--- config.mk ---
export PLATFORM = sky130hd
export DESIGN_NAME = qoi_op_sched
export DESIGN_NICKNAME = d
export VERILOG_FILES = /design/src/rtl/qoi_op_sched.sv
export SDC_FILE = /design/constraint.sdc
export NUM_CORES = 1
export LEC_CHECK = 0
export ABC_CLOCK_PERIOD_IN_PS = 4350
export BUFFER_PORTS_ARGS = -buffer_cell sky130_fd_sc_hd__buf_2
export CAP_MARGIN = 0
export CELL_PAD_IN_SITES_DETAIL_PLACEMENT = 0
export CELL_PAD_IN_SITES_GLOBAL_PLACEMENT = 1
export CORE_AREA = 2 2 153 117
export DETAILED_ROUTE_END_ITERATION = 8
export DIE_AREA = 0 0 155 119
export PLACE_DENSITY_LB_ADDON = 0.1
export SKIP_CTS_REPAIR_TIMING = 1
export SYNTH_ARGS = -nofsm -noshare
export SYNTH_HDL_FRONTEND = slang
export SYNTH_SLANG_ARGS = --single-unit
--- constraint.sdc ---
create_clock -name clk -period 4.35 [get_ports clk]
set_clock_uncertainty 0.2 [all_clocks]
set_input_delay 0.87 -clock clk [delete_from_list [all_inputs] [get_ports clk]]
set_output_delay 0.87 -clock clk [all_outputs]
set_load 0.01 [all_outputs]
--- src/rtl/qoi_op_sched.sv ---
// qoi_op_sched: per-pixel chunk scheduler for the QOI encoder datapath.
// Tracks the previous pixel and the current run, drives the 64-entry CAM
// (search on every accepted pixel, write on a miss) and emits one QOI chunk
// per pixel on a registered valid/ready stream.
// Build option: define QOI_LUMA_EN to enable LUMA chunk generation; without
// it, LUMA-eligible pixels are coded as RGB.
module qoi_op_sched #(
    parameter int RUN_MAX  = 62,
    parameter int IDX_BITS = 6
) (
    input  logic                clk,
    input  logic                rst_n,
    input  logic [31:0]         pix_in,
    input  logic                pix_valid,
    input  logic                pix_last,
    output logic                pix_ready,
    output logic [23:0]         cam_inp,
    output logic                cam_rd_en,
    output logic                cam_wr_en,
    input  logic [IDX_BITS-1:0] cam_index,
    input  logic                cam_index_valid,
    output logic [39:0]         chunk_data,
    output logic [2:0]          chunk_len,
    output logic                chunk_valid,
    input  logic                chunk_ready,
    output logic                img_done
);

    typedef enum logic [1:0] {
        S_ACCEPT,
        S_PIX,
        S_FLUSH
    } state_t;

    localparam logic [31:0] PREV_INIT = 32'h000000FF;
    localparam logic [5:0]  RUN_LIM   = 6'(RUN_MAX);

    state_t state, state_nx;

    logic [31:0] prev;
    logic [5:0]  run;
    logic [39:0] pend_data;
    logic [2:0]  pend_len;
    logic        pend_last;

    logic        accept;
    logic        take;
    logic        same;
    logic        emit_same;
    logic [5:0]  run_inc;
    logic [39:0] pix_data;
    logic [2:0]  pix_len;

    logic signed [7:0] dr, dg, db, da;
    logic              diff_ok;

    // RUN chunk: tag 2'b11 with a biased run length, one byte.
    function automatic logic [39:0] run_chunk(input logic [5:0] code);
        return {2'b11, code, 32'h0};
    endfunction

`ifdef QOI_LUMA_EN
    logic signed [8:0] dr_dg, db_dg;
    logic              luma_ok;

    function automatic logic signed [8:0] sx9(input logic signed [7:0] v);
        return {v[7], v};
    endfunction

    assign dr_dg   = sx9(dr) - sx9(dg);
    assign db_dg   = sx9(db) - sx9(dg);
    assign luma_ok = (dg >= -8'sd32) && (dg <= 8'sd31) &&
                     (dr_dg >= -9'sd8) && (dr_dg <= 9'sd7) &&
                     (db_dg >= -9'sd8) && (db_dg <= 9'sd7);
`endif

    // Channel deltas wrap modulo 256 and are read as signed bytes.
    assign dr = pix_in[31:24] - prev[31:24];
    assign dg = pix_in[23:16] - prev[23:16];
    assign db = pix_in[15:8]  - prev[15:8];
    assign da = pix_in[7:0]   - prev[7:0];

    assign diff_ok = (dr >= -8'sd2) && (dr <= 8'sd1) &&
                     (dg >= -8'sd2) && (dg <= 8'sd1) &&
                     (db >= -8'sd2) && (db <= 8'sd1);

    // Pixels are only taken in S_ACCEPT when the output slot is free or draining.
    assign pix_ready = rst_n && (state == S_ACCEPT) && (!chunk_valid || chunk_ready);
    assign accept    = pix_valid && pix_ready;
    assign take      = chunk_valid && chunk_ready;
    assign same      = (pix_in == prev);
    assign run_inc   = run + 6'd1;
    assign emit_same = same && ((run_inc == RUN_LIM) || pix_last);

    // The CAM is searched with every accepted pixel and learns colours it missed.
    assign cam_inp   = pix_in[31:8];
    assign cam_rd_en = accept;
    assign cam_wr_en = accept && !same && !cam_index_valid;

    // Pixel chunk selection, highest priority first.
    always_comb begin
        pix_data = '0;
        pix_len  = '0;
        if (cam_index_valid) begin
            pix_data = {2'b00, cam_index, {(38 - IDX_BITS){1'b0}}};
            pix_len  = 3'd1;
        end else if ((da == 8'sd0) && diff_ok) begin
            pix_data = {2'b01, dr[1:0] + 2'd2, dg[1:0] + 2'd2, db[1:0] + 2'd2, 32'h0};
            pix_len  = 3'd1;
`ifdef QOI_LUMA_EN
        end else if ((da == 8'sd0) && luma_ok) begin
            pix_data = {2'b10, dg[5:0] + 6'd32, dr_dg[3:0] + 4'd8, db_dg[3:0] + 4'd8, 24'h0};
            pix_len  = 3'd2;
`endif
        end else if (da == 8'sd0) begin
            pix_data = {8'hFE, pix_in[31:8], 8'h00};
            pix_len  = 3'd4;
        end else begin
            pix_data = {8'hFF, pix_in};
            pix_len  = 3'd5;
        end
    end

    // State register.
    always_ff @(posedge clk or negedge rst_n) begin
        if (!rst_n) begin
            state <= S_ACCEPT;
        end else begin
            state <= state_nx;
        end
    end

    // Next state: a RUN ahead of a pixel chunk parks in S_PIX; the last chunk of an image waits in S_FLUSH.
    always_comb begin
        state_nx = state;
        case (state)
            S_ACCEPT: begin
                if (accept) begin
                    if (!same && (run != 6'd0)) begin
                        state_nx = S_PIX;
                    end else if (pix_last) begin
                        state_nx = S_FLUSH;
                    end
                end
            end
            S_PIX: begin
                if (take) begin
                    state_nx = pend_last ? S_FLUSH : S_ACCEPT;
                end
            end
            S_FLUSH: begin
                if (take) begin
                    state_nx = S_ACCEPT;
                end
            end
            default: state_nx = S_ACCEPT;
        endcase
    end

    // Pixel history, run counter, pending chunk and the registered output slot.
    always_ff @(posedge clk or negedge rst_n) begin
        if (!rst_n) begin
            prev        <= PREV_INIT;
            run         <= '0;
            pend_data   <= '0;
            pend_len    <= '0;
            pend_last   <= 1'b0;
            chunk_data  <= '0;
            chunk_len   <= '0;
            chunk_valid <= 1'b0;
            img_done    <= 1'b0;
        end else begin
            img_done <= 1'b0;
            if (take) begin
                chunk_valid <= 1'b0;
            end
            case (state)
                S_ACCEPT: begin
                    if (accept && same) begin
                        if (emit_same) begin
                            chunk_data  <= run_chunk(run);
                            chunk_len   <= 3'd1;
                            chunk_valid <= 1'b1;
                            run         <= '0;
                        end else begin
                            run <= run_inc;
                        end
                    end else if (accept) begin
                        prev        <= pix_in;
                        run         <= '0;
                        chunk_valid <= 1'b1;
                        if (run != 6'd0) begin
                            chunk_data <= run_chunk(run - 6'd1);
                            chunk_len  <= 3'd1;
                            pend_data  <= pix_data;
                            pend_len   <= pix_len;
                            pend_last  <= pix_last;
                        end else begin
                            chunk_data <= pix_data;
                            chunk_len  <= pix_len;
                        end
                    end
                end
                S_PIX: begin
                    if (take) begin
                        chunk_data  <= pend_data;
                        chunk_len   <= pend_len;
                        chunk_valid <= 1'b1;
                    end
                end
                S_FLUSH: begin
                    if (take) begin
                        img_done <= 1'b1;
                        prev     <= PREV_INIT;
                        run      <= '0;
                    end
                end
                default: ;
            endcase
        end
    end

endmodule

Word-level counts from Yosys, hierarchy flattened
Index checks and enable logic that the tools add are counted.

Add/sub/neg operators: 9. Equal/unequal tests: 11. Reductions and logical operators: 30. Muxes and demuxes: 42. Magnitude comparators: 6. Bitwise operators: 1.

Operators by type and width (count): 40-bit 2-to-1 mux (7); 32-bit 2-to-1 mux (3); 40-bit case mux with 2 select lines (1); 32-bit case mux with 2 select lines (1); 33-bit 2-to-1 mux (1); 32-bit equality test (1); 8-bit subtractor (4); 8-bit by 2-bit greater-or-equal comparator with 1-bit output, second input constant (3); 8-bit by 2-bit less-or-equal comparator with 1-bit output, second input constant (3); 6-bit 2-to-1 mux (4); 3-bit 2-to-1 mux (7); 4-bit AND reduction (4); 1-bit logical AND (15); 2-bit 2-to-1 mux (6); 6-bit case mux with 2 select lines (1); 8-bit zero test (1); 1-bit 2-to-1 mux (8); 2-bit != test, second input constant (4); 2-bit adder, second input constant (3); 6-bit by 1-bit adder with 6-bit output, second input constant (1); 6-bit equality test, second input constant (1); 3-bit by 2-bit != test with 1-bit output, second input constant (2); 2-bit case mux with 3 select lines (1); 3-bit case mux with 2 select lines (1); other kinds (12) (16).

Register bits after elaboration: 129.

Depth between registers and ports, before layout
Depth in word-level cells: 14. Mapped depth: 15. Mapped depth without buffers: 13.

Worst setup path after synthesis
No wires, ideal clock.

Path kind: input to register. Start: input pix_in[16]. End: register chunk_data[13]. Buffers on the path: 2. Setup slack: 0.065 ns. Data required time: 4.024 ns. Stages on the path: 15. Data arrival time: 3.959 ns. Path through: inv_1 ha_1 inv_1 fa_1 a21o_1 a21oi_1 xnor2_1 or4_1 or4_1 a222oi_1 a21o_1 buf_6 nor3_4 buf_6 a221o_1.

Word-level cells in the longest chain between the ends: 13.

Ends and longest elaborated chain: from (decl) (line 13) `input logic [31:0] pix_in,`; 8-bit subtractor (line 79) `assign dg = pix_in[23:16] - prev[23:16];`; 8-bit by 2-bit greater-or-equal comparator with 1-bit output (line 84) `(dg >= -8'sd2) && (dg <= 8'sd1) &&`; 1-bit logical AND (line 83) `assign diff_ok = (dr >= -8'sd2) && (dr <= 8'sd1) &&`; 1-bit logical AND (2 in a row) (line 84); 1-bit logical AND (line 85) `(db >= -8'sd2) && (db <= 8'sd1);`; 1-bit logical AND (line 107) `end else if ((da == 8'sd0) && diff_ok) begin`; 40-bit 2-to-1 mux (line 107); 40-bit 2-to-1 mux (line 104) `if (cam_index_valid) begin`; 40-bit 2-to-1 mux (line 192) `if (run != 6'd0) begin`; 40-bit 2-to-1 mux (line 188) `end else if (accept) begin`; 40-bit 2-to-1 mux (line 179) `if (accept && same) begin`; 40-bit case mux with 2 select lines (line 177) `case (state)`; to (signal assigned) (line 181) `chunk_data <= run_chunk(run);`; to (signal assigned) (line 193) `chunk_data <= run_chunk(run - 6'd1);`; to (signal assigned) (line 199) `chunk_data <= pix_data;`; to (decl) (line 22) `output logic [39:0] chunk_data,`.

Several ways; a longest one is shown, not always the timed one. The select of a mux whose other input is x is not followed. A chain may end at the register's enable or synchronous reset.

Final worst setup path
Start: input pix_in[8]. End: register chunk_data[36].

Word-level cells in the longest chain between the ends: 11.

Ends and longest elaborated chain: 8-bit subtractor (line 80) `assign db = pix_in[15:8] - prev[15:8];`; 8-bit by 2-bit greater-or-equal comparator with 1-bit output (line 85); 1-bit logical AND (line 84); 1-bit logical AND (line 85); 1-bit logical AND (line 107); 40-bit 2-to-1 mux (line 107); 40-bit 2-to-1 mux (line 104); 40-bit 2-to-1 mux (line 192); 40-bit 2-to-1 mux (line 188); 40-bit 2-to-1 mux (line 179); 40-bit case mux with 2 select lines (line 177).

Several ways; a longest one is shown, not always the timed one. The select of a mux whose other input is x is not followed.

==> results.sh <==
export IMPL_status="completed"
export IMPL_period_minus_slack_ps=4092
export IMPL_drc=0
export IMPL_antenna_found_initial=0
export IMPL_synthSimpleGateAreaFrac_pct=18.64
export IMPL_synth_top_area_share_pct=41.06
export IMPL_cts_inserted_buffers=17
export IMPL_synth_edff_count=0
export IMPL_area_growth_pct=20.86
export IMPL_syn_area_per_cell_um2=9.091
export IMPL_drt_wl_total_um=20740
export IMPL_ys_warn_count=0
export IMPL_post_drt_via_cell_ratio=5.523
export IMPL_start_util_pct=41.85
export IMPL_worstSetupPathType="input pin to flop"
export IMPL_rows=42
export IMPL_die_area_mm2=0.01845
export IMPL_hp_class="flop to flop"
export IMPL_dpl_cell_count=1119
export IMPL_rsz0062_at_grt="false"
export IMPL_clkLatencyLatePin_ps=420
export IMPL_io_buffers=114
export IMPL_synth_top_family_by_area="compound AO/OA/AOI/OAI gates"
export IMPL_maxSlewViolCount=0
export IMPL_final_antenna_net_count=0
export IMPL_cts_tree="built"
export IMPL_ys_seq_elements=126
export IMPL_cts_htree_levels=4
export IMPL_fin_tns_setup_ps=0
export IMPL_p_leak_uw=0.004225
export IMPL_synth_common_cells="dfrtp_1, nand2_1, o21ai_0, nor2_1, inv_1"
export IMPL_hpwl_um=14650
export IMPL_clock_fmax_mhz=244.4
export IMPL_clock_path_buffers=2
export IMPL_vias=6357
export IMPL_grt_max_degree=73
export IMPL_grt_pass1_wl_um=33530
export IMPL_synthTopCellsByArea="dfrtp_1, nand2_1, ha_1"
export IMPL_slew_headroom_pct=21.68
export IMPL_timing_critical_path_arrival_ps=4200
export IMPL_crit_path_start_kind="input pin"
export IMPL_synth_distinct_cells=63
export IMPL_synthAdderAreaFrac_pct=6.508
export IMPL_cp_max_fo=5
export IMPL_overflow=0
export IMPL_synth_flop_cell="dfrtp_1"
export IMPL_grt_use_total_pct=23.18
export IMPL_synth_nets=870
export IMPL_cts_root_buf="clkbuf_16"
export IMPL_gp_congestion=0.8916
export IMPL_seq_area_frac_synth_pct=43.99
export IMPL_final_nets=997
export IMPL_synth_xor_area_share_pct=3.167
export IMPL_irDropWorstVdd_mv=0.3007
export IMPL_finalSetupViolations=0
export IMPL_synth_largest_area_cell="dfrtp_1"
export IMPL_whs_ps=268.8
export IMPL_power_density_mw_per_mm2=603.7
export IMPL_path_clk_slew_ps=60
export IMPL_maxCapViolCount=0
export IMPL_synth_compound_area_share_pct=19.44
export IMPL_drive_gt1_share_pct=24.06
export IMPL_first_pass_iters=4
export IMPL_stdcell_count=1151
export IMPL_grt_pass1_vias=6166
export IMPL_dieHeight_um=119
export IMPL_syn_area_mm2=0.007191
export IMPL_diodes=0
export IMPL_synthArstFlopShare_pct=100.0
export IMPL_drtIter0Drc=434
export IMPL_wl_per_cell_um=18.02
export IMPL_muxShareOfSynthArea_pct=0.2958
export IMPL_timing_final_crit_share_pct=94.07
export IMPL_coreArea_mm2=0.01718
export IMPL_end_kind="flop"
export IMPL_tightest_slew_ps=1171
export IMPL_fp_dieW_um=155
export IMPL_crit_required_ps=4460
export IMPL_finalHoldViolations=0
export IMPL_fillCellCount=1648
export IMPL_ioPinCount=116
export IMPL_syn_instance_count=791
export IMPL_clock_sinks=126
## flip-flops by register name (all words and copies together) (netlist names)
| name | flops |
|---|---|
| chunk_data | 40 |
| chunk_len | 2 |
| chunk_valid | 1 |
| img_done | 1 |
| pend_data | 39 |
| pend_last | 1 |
| pend_len | 2 |
| prev | 32 |
| run | 6 |
| state | 2 |
## per-layer routing
| layer | vias to the layer above | wire (um) | track usage (%) | part of all wire (%) |
|---|---|---|---|---|
| li1 | 3054 | - | - | - |
| met1 | 3119 | 10390 | 34.04 | 50 |
| met2 | 167 | 9088 | 34.81 | 44 |
| met3 | 17 | 1013 | 4.840 | 4.9 |
| met4 | 0 | 246 | 6.134 | 1.2 |
| met5 | - | 0 | 0 | 0 |
## kinds of logic after synthesis
group | count (synthesis)
simple gates | 282
compound gates | 206
flops | 126
buf+inv | 113
fa+ha+maj | 35
xor+xnor | 26
mux | 2
other cells | 1
## where the power goes
group          internal (uW)  total, uW  switching, uW
logic                    947       2130           1190
clock network            854       1400            543
registers               1540       1720            179
## metrics by stage
stage | worst slack, ps | power, uW | instance area [um^2] | utilization [%]
4_1_cts | 189.2 | 5274 | 8690 | 50.57
5_1_grt | 25.27 | 5591 | 8691 | 50.58
2_1_floorplan | 64.79 | 3053 | 7191 | -
3_5_place_dp | -245.7 | 3859 | 8120 | 47.26
6_report | 257.9 | 5246 | 8691 | 50.58
3_3_place_gp | -211.6 | 3808 | 8120 | 47.26
## critical path, stage by stage
cell,delay (ps)
buf_2,100
inv_1,80
ha_1,180
inv_1,60
fa_1,370
a21o_1,180
a311o_1,340
a21oi_1,170
xnor2_1,100
or4_1,530
a222oi_1,420
buf_4,190
and2_2,200
nand3_1,90
a221o_1,320
## layout by cell type (no fill, tap or decap), types with 4 or more instances in the layout
cell and count:
nor2_1 46, or4_1 5, clkbuf_16 17, dfrtp_1 118, xnor2_1 11, nor2b_1 7
nor3_1 8, nand4_1 13, dfstp_2 8, o31ai_1 9, nand2b_1 6, or3_1 5
nand2_1 117, a211o_1 4, o21ai_0 72, clkinv_2 4, a221o_1 22, clkinvlp_4 4
fa_1 4, a21oi_1 30, ha_1 31, and3_1 33, nor4_1 8, a211oi_1 8
buf_2 113, a21o_1 11, a221oi_1 12, nand3_1 21, buf_4 63, xor2_1 15
inv_1 44
## final timing paths
path	start	endpoint	slack (ps)	cells after the start
worst max-delay path	pix_in[8]	chunk_data[36]	260	15
worst min-delay path	pend_data[11]	pend_data[11]	270	2
worst max register to register	prev[28]	chunk_data[12]	500	12
worst min register to register	pend_data[11]	pend_data[11]	270	2
max in group asynchronous	rst_n	pend_data[34]	2070	3
min in group asynchronous	rst_n	chunk_data[3]	400	2
## cell type report
cell class              count  area, um^2  area share [%]
flip-flops and latches    126        3163           36.39
repair buffers            176        1039           11.95
well taps                 220       275.3           3.167
clock buffers              21       450.4           5.183
inverters                  45       168.9           1.944
multi-input cells         552        3476           39.99
clock inverters            11       118.9           1.368
Power figures use the tool's default switching activity.
